<file path="src/rtl/cmt_ctrl_pkg.sv">
// Shared definitions for the commit sequencer: bus widths, the packed commit record
// and the sequencer state encodings.
package cmt_ctrl_pkg;

  localparam int unsigned BUS_64      = 64;
  localparam int unsigned BUS_32      = 32;
  localparam int unsigned RD_W        = 5;
  // rd 5 + wen 1 + wdata 64 + pc 64 + inst 32 + nocmt 1 + skipcmt 1
  localparam int unsigned CMT_ENTRY_W = 168;

  localparam logic [1:0] CMT_ST_RUN    = 2'd0;
  localparam logic [1:0] CMT_ST_DRAIN  = 2'd1;
  localparam logic [1:0] CMT_ST_HALTED = 2'd2;

  typedef enum logic [1:0] {
    StRun    = CMT_ST_RUN,
    StDrain  = CMT_ST_DRAIN,
    StHalted = CMT_ST_HALTED
  } cmt_st_e;

  typedef struct packed {
    logic [RD_W-1:0]   rd;
    logic              rd_wen;
    logic [BUS_64-1:0] rd_wdata;
    logic [BUS_64-1:0] pc;
    logic [BUS_32-1:0] inst;
    logic              nocmt;
    logic              skipcmt;
  } cmt_entry_t;

endpackage

</file>
<file path="src/rtl/cmt_fifo.sv">
// Synchronous FIFO holding commit records.
// Ports:
//   clk, rst        clock, asynchronous active-low reset (pointers and count only)
//   push, din       write request and data; ignored when full
//   pop             read request; ignored when empty
//   dout            head entry (raw storage contents, not gated when empty)
//   full, empty     occupancy flags derived from the registered count
//   count           registered occupancy, 0..Depth
module cmt_fifo #(
  parameter int unsigned Width = 168,
  parameter int unsigned Depth = 4
) (
  input  logic                     clk,
  input  logic                     rst,
  input  logic                     push,
  input  logic                     pop,
  input  logic [Width-1:0]         din,
  output logic [Width-1:0]         dout,
  output logic                     full,
  output logic                     empty,
  output logic [$clog2(Depth):0]   count
);

  localparam int unsigned PtrW = $clog2(Depth);
  localparam logic [PtrW-1:0] PtrOne  = 1;
  localparam logic [PtrW:0]   CntOne  = 1;
  localparam logic [PtrW:0]   FullCnt = (PtrW+1)'(Depth);

  logic [Width-1:0] mem_q [Depth];
  logic [PtrW-1:0]  wr_ptr_q, rd_ptr_q;
  logic [PtrW:0]    count_q;
  logic             do_push, do_pop;

  assign full    = (count_q == FullCnt);
  assign empty   = (count_q == '0);
  assign do_push = push & ~full;
  assign do_pop  = pop & ~empty;
  assign dout    = mem_q[rd_ptr_q];
  assign count   = count_q;

  // Depth is a power of two, so the pointers wrap naturally.
  always_ff @(posedge clk or negedge rst) begin
    if (!rst) begin
      wr_ptr_q <= '0;
      rd_ptr_q <= '0;
      count_q  <= '0;
    end else begin
      if (do_push) wr_ptr_q <= wr_ptr_q + PtrOne;
      if (do_pop)  rd_ptr_q <= rd_ptr_q + PtrOne;
      unique case ({do_push, do_pop})
        2'b10:   count_q <= count_q + CntOne;
        2'b01:   count_q <= count_q - CntOne;
        default: ;
      endcase
    end
  end

  // Storage needs no reset: the head is only observed while count is non-zero.
  always_ff @(posedge clk) begin
    if (do_push) mem_q[wr_ptr_q] <= din;
  end

endmodule

</file>
<file path="src/rtl/cmt_ctrl.sv">
// Commit sequencer between writeback and the difftest commit stage.
// Buffers retiring records in a FIFO and replays them over a req/ack handshake,
// drains and freezes the stream on halt, and keeps instruction/cycle counters plus
// a sticky no-commit watchdog.
// Ports:
//   clk, rst                   clock, asynchronous active-low reset
//   i_wb_*, o_wb_ack           writeback record in, accepted when RUN and not full
//   o_cmt_writebacked_req/ack  head record valid / consumed by commit stage
//   o_cmt_*                    head record fields, zero when FIFO empty
//   i_halt_req, o_halted       drain request (RUN only) / drained and frozen
//   o_instr_cnt, o_cycle_cnt   counted commits / active cycles (wrapping)
//   o_hang                     watchdog expired (sticky until reset)
module cmt_ctrl
  import cmt_ctrl_pkg::*;
#(
  parameter int unsigned DEPTH   = 4,
  parameter int unsigned TIMEOUT = 4096
) (
  input  logic              clk,
  input  logic              rst,
  input  logic              i_wb_req,
  output logic              o_wb_ack,
  input  logic [RD_W-1:0]   i_wb_rd,
  input  logic              i_wb_rd_wen,
  input  logic [BUS_64-1:0] i_wb_rd_wdata,
  input  logic [BUS_64-1:0] i_wb_pc,
  input  logic [BUS_32-1:0] i_wb_inst,
  input  logic              i_wb_nocmt,
  input  logic              i_wb_skipcmt,
  output logic              o_cmt_writebacked_req,
  input  logic              i_cmt_writebacked_ack,
  output logic [RD_W-1:0]   o_cmt_rd,
  output logic              o_cmt_rd_wen,
  output logic [BUS_64-1:0] o_cmt_rd_wdata,
  output logic [BUS_64-1:0] o_cmt_pc,
  output logic [BUS_32-1:0] o_cmt_inst,
  output logic              o_cmt_nocmt,
  output logic              o_cmt_skipcmt,
  input  logic              i_halt_req,
  output logic              o_halted,
  output logic [BUS_64-1:0] o_instr_cnt,
  output logic [BUS_64-1:0] o_cycle_cnt,
  output logic              o_hang
);

  localparam int unsigned CntW = $clog2(DEPTH) + 1;
  localparam int unsigned WdW  = $clog2(TIMEOUT) + 1;
  localparam logic [WdW-1:0] WdOne  = 1;
  localparam logic [WdW-1:0] WdHang = WdW'(TIMEOUT - 1);
  localparam logic [WdW-1:0] WdMax  = '1;

  cmt_st_e          state_q, state_d;
  cmt_entry_t       wb_entry, head_raw, head;
  logic [CntW-1:0]  fifo_count;
  logic             fifo_full, fifo_empty;
  logic             push, pop, counted_pop, active;
  logic [BUS_64-1:0] instr_cnt_q, cycle_cnt_q;
  logic [WdW-1:0]   wdog_q, wdog_d;
  logic             hang_q, hang_d;

  // Records are stored exactly as presented, bubble and skip flags included.
  assign wb_entry = '{
    rd:       i_wb_rd,
    rd_wen:   i_wb_rd_wen,
    rd_wdata: i_wb_rd_wdata,
    pc:       i_wb_pc,
    inst:     i_wb_inst,
    nocmt:    i_wb_nocmt,
    skipcmt:  i_wb_skipcmt
  };

  cmt_fifo #(
    .Width (CMT_ENTRY_W),
    .Depth (DEPTH)
  ) u_fifo (
    .clk   (clk),
    .rst   (rst),
    .push  (push),
    .pop   (pop),
    .din   (wb_entry),
    .dout  (head_raw),
    .full  (fifo_full),
    .empty (fifo_empty),
    .count (fifo_count)
  );

  // Ack depends only on registered occupancy: a pop never frees a slot same-cycle.
  assign o_wb_ack              = (state_q == StRun) & ~fifo_full;
  assign push                  = i_wb_req & o_wb_ack;
  assign o_cmt_writebacked_req = ~fifo_empty;
  assign pop                   = o_cmt_writebacked_req & i_cmt_writebacked_ack;
  assign head                  = fifo_empty ? '0 : head_raw;
  assign counted_pop           = pop & ~head.nocmt;
  assign active                = (state_q != StHalted);

  assign o_cmt_rd       = head.rd;
  assign o_cmt_rd_wen   = head.rd_wen;
  assign o_cmt_rd_wdata = head.rd_wdata;
  assign o_cmt_pc       = head.pc;
  assign o_cmt_inst     = head.inst;
  assign o_cmt_nocmt    = head.nocmt;
  assign o_cmt_skipcmt  = head.skipcmt;

  assign o_halted    = (state_q == StHalted);
  assign o_instr_cnt = instr_cnt_q;
  assign o_cycle_cnt = cycle_cnt_q;
  assign o_hang      = hang_q;

  always_comb begin
    state_d = state_q;
    unique case (state_q)
      StRun:    if (i_halt_req) state_d = StDrain;
      StDrain:  if (fifo_count == '0) state_d = StHalted;
      StHalted: state_d = StHalted;
      default:  state_d = StRun;
    endcase
  end

  // Watchdog saturates at all-ones so a long stall cannot wrap back below the threshold.
  always_comb begin
    wdog_d = wdog_q;
    if (counted_pop) begin
      wdog_d = '0;
    end else if (active && (wdog_q != WdMax)) begin
      wdog_d = wdog_q + WdOne;
    end
    hang_d = hang_q | (wdog_d == WdHang);
  end

  always_ff @(posedge clk or negedge rst) begin
    if (!rst) begin
      state_q     <= StRun;
      instr_cnt_q <= '0;
      cycle_cnt_q <= '0;
      wdog_q      <= '0;
      hang_q      <= 1'b0;
    end else begin
      state_q <= state_d;
      wdog_q  <= wdog_d;
      hang_q  <= hang_d;
      if (counted_pop) instr_cnt_q <= instr_cnt_q + 64'd1;
      if (active)      cycle_cnt_q <= cycle_cnt_q + 64'd1;
    end
  end

endmodule

</file>
<file path="config.mk">
export PLATFORM = sky130hd
export DESIGN_NAME = cmt_ctrl
export DESIGN_NICKNAME = d
export VERILOG_FILES = /design/src/rtl/cmt_ctrl_pkg.sv /design/src/rtl/cmt_fifo.sv /design/src/rtl/cmt_ctrl.sv
export SDC_FILE = /design/constraint.sdc
export NUM_CORES = 1
export LEC_CHECK = 0
export BUFFER_PORTS_ARGS = -buffer_cell sky130_fd_sc_hd__buf_2
export CAP_MARGIN = 10
export CORE_MARGIN = 10
export CORE_UTILIZATION = 60
export CTS_CLUSTER_DIAMETER = 40
export CTS_CLUSTER_SIZE = 12
export DETAILED_ROUTE_END_ITERATION = 12
export HOLD_SLACK_MARGIN = 0.02
export PLACE_DENSITY = 0.83
export SLEW_MARGIN = 30
export SYNTH_ARGS = -nofsm -noshare
export SYNTH_HDL_FRONTEND = slang
export SYNTH_SLANG_ARGS = --single-unit
</file>
<file path="constraint.sdc">
create_clock -name clk -period 12.16 [get_ports clk]
set_clock_uncertainty 0.2 [all_clocks]
set_input_delay 0.608 -clock clk [delete_from_list [all_inputs] [get_ports clk]]
set_output_delay 0.608 -clock clk [all_outputs]
set_load 0.01 [all_outputs]
</file>
==> out/metrics.cfg <==
[clock_network]
ctsRootBufferMaster=clkbuf_16
cts_buffers=105
cts_max_path_buffers=3
cts.sink_count=823
cts_tree=built
clk_pin_slew_ps=50
post_cts_buffers=0
htree_levels=3
cts_resized=0
clock_latency_ps=650

[worst_setup_path]
r2r_end=u_fifo.mem_q[1][129]
crit_family=buffers and inverters
crit_required_ps=11350
path_depth=5
slowest_stage=dfrtp_4
crit_path_cell_trace=buf_6 -> buf_6 -> mux4_2 -> and2_1 -> buf_2
worstSetupPathType=flip-flop to output pin
crit_path_end_kind=output pin
cp_max_fo=74
slowest_delay_ps=690
arrival_ps=3610
rrSetupSlack_ps=8720
r2r_start=state_q[0]
crit_path_frequent_cell=buf_6
ff2ff_path_depth=6
critPathLaunchType=flip-flop
cp_num_buf_inv=3
crit_start=u_fifo.rd_ptr_q[1]
cp-endpoint=o_cmt_inst[0]

[final_layout]
num-nets-final=2640
final_cell_mix=edfxtp_1, buf_2, and2_1
post-route-util_pct=75.9
final_layout_size_suffix_gt1_share_pct=33.7
regArea_um2=24000
fin_cells=3248
synthToLayoutAreaGrowth_pct=25.2
multi_input_area_um2=8290
fill_cells=2830
layout_commonest_cell=edfxtp_1

[pwr]
swShare_pct=31.6
pwr-share-clk_pct=32.4
p_leak_uw=0.0156
power_uw=9290
power.internal_uw=6360
seqPwrFrac_pct=38.5
powerDensity_nw_per_um2=227
power.switching_uw=2930
ir_drop_v=0.000211
combPwrFrac_pct=29.0

[global_routing]
grt.total_usage_pct=27.1
antenna_found_initial=18
grt_pass1_vias=20700
grt_max_degree=103
grt_pass1_wl_um=131000
grt.overflow.total=0

[outcome]
status=finished clean

[yosys]
synthesis.nets=1957
synth_cell_types=50
yosysSeqAreaShare_pct=73.2
syn_area_um2=32700
synthSimpleGateAreaFrac_pct=8.90
ys_warn_count=0
synthAdderAreaFrac_pct=0.520
ys_ff_latch=823
syn_avg_cell_area_um2=18.5
syn_inst=1771
synth_top_family_by_area=multiplexers
synth_compound_area_share_pct=0.490
synth_xor_area_share_pct=3.64
synthTopCellsByArea=edfxtp_1, mux4_2, dfrtp_1
yosysTopAreaCell=edfxtp_1
synthMuxAreaShare_pct=11.7
synth_top_area_share_pct=61.7

[route]
wirelength_um=88800
vias=19900
antenna_left=0
wl_per_cell_um=27.3
dr.pass1.iters=5
wl_met1_um=31300
met3_length_um=8310
top_layer=met5
viasPerCell=6.12
met2_length_um=46100
drc_errors=0
first_iter_violations=1858

[timing]
rsz0062_at_grt=no
fin_crit_ps=4420
post-route-period-util_pct=36.3
slew-limit-headroom_pct=37.1
max_freq_ghz=0.226
tns_ps=0
setup_violations=0
finalHoldWorstSlack_ps=188
hold_viol=0
maxSlewViolCount=0
tightest_slew_ps=944

[min_path]
hold-path-cell-count=3
hold_start=i_halt_req
hp-class=input pin to flip-flop

[die]
core.rowCount=85
fp.dieH_um=253
io_pins=473
die_w_um=253
start_util_pct=60.7
dieArea_um2=64300
design.core.area_um2=53900

[placement]
gp_congestion=0.854
hpwl_um=49300
portBuffers=472
dp_cells=2874

[flow_run]
maxCapViolCount=0

[cell type report]
type | count | area share, %
diodes | 17 | 0.104
clock buffers | 114 | 6.53
clock inverters | 74 | 1.71
inverters | 33 | 0.303
multi-input cells | 832 | 20.3
flip-flops and latches | 823 | 58.5
well taps | 696 | 2.13
repair buffers | 659 | 10.4
[per-layer routing]
layer / up-vias / track usage [%]
met5: - / 0
met4: 4 / 10.1
met3: 193 / 6.33
met2: 1230 / 46.1
met1: 10200 / 33.4
li1: 8275 / -
[worst min-delay path by stage]
stage	slack, ps	to
3_5_place_dp	260	o_hang
3_3_place_gp	270	o_cycle_cnt[63]
2_1_floorplan	110	o_cycle_cnt[0]
4_1_cts	150	state_q[0]
6_report	190	state_q[0]
5_1_grt	190	state_q[0]
[cell families after synthesis]
family                     after synthesis
xor gates and xnor gates               136
buffers and inverters                  116
adders and majority gates               13
AOI/OAI and AO/OA                       23
muxes                                  173
and+or+nand+nor                        487
DFF                                    823
[power groups by stage]
stage          registers [uW]  logic, uW  clock network, uW
4_1_cts                  3570       2670               3000
5_1_grt                  3610       2870               3160
3_5_place_dp             3610       2580                  0
2_1_floorplan            3590       1610                  0
3_3_place_gp             3590       2530                  0
6_report                 3580       2700               3010
[stage by stage]
| step | setup WS [ps] | cell area [um2] |
|---|---|---|
| 2_1_floorplan | 6420 | 32700 |
| 4_1_cts | 7620 | 40900 |
| 3_3_place_gp | 7660 | 35700 |
| 6_report | 7740 | 40900 |
| 5_1_grt | 7510 | 40900 |
| 3_5_place_dp | 8350 | 35800 |
[tightest hold or removal path: stages]
cell	delay [ps]
buf_2	100
a2bb2oi_1	150
o21ai_0	140
[sequential cells by signal, summed over array words and instances (netlist names)]
register,flops
o_cycle_cnt,64
o_hang,1
o_instr_cnt,64
state_q,2
u_fifo.count,3
u_fifo.mem_q,672
u_fifo.rd_ptr_q,2
u_fifo.wr_ptr_q,2
wdog_q,13
[cell usage after synthesis, drive strengths merged]
library cell  instances
edfxtp              672
and2                175
mux4                168
dfrtp               151
xor2                 74
xnor2                62
nand2                58
nand3                55
clkbuf               51
nor3                 40
nor4                 38
nor2                 37
nand4                34
inv                  33
buf                  32
and3                 24
and4                 12
ha                   12
a31oi                 8
o21ai                 5
nor2b                 4
mux2i                 3
or3                   3
a41oi                 2
and3b                 2
mux2                  2
a211oi                1
a21oi                 1
a2bb2oi               1
a311oi                1
a41o                  1
and4b                 1
fa                    1
nand2b                1
nand4b                1
o221a                 1
o22a                  1
o31ai                 1
or2                   1
or3b                  1
[repair_timing]
item	CTS	global route
setup endpoints to repair	0	0
hold buffers	169	0
hold endpoints to repair	771	0
Power figures use the tool's default switching activity.
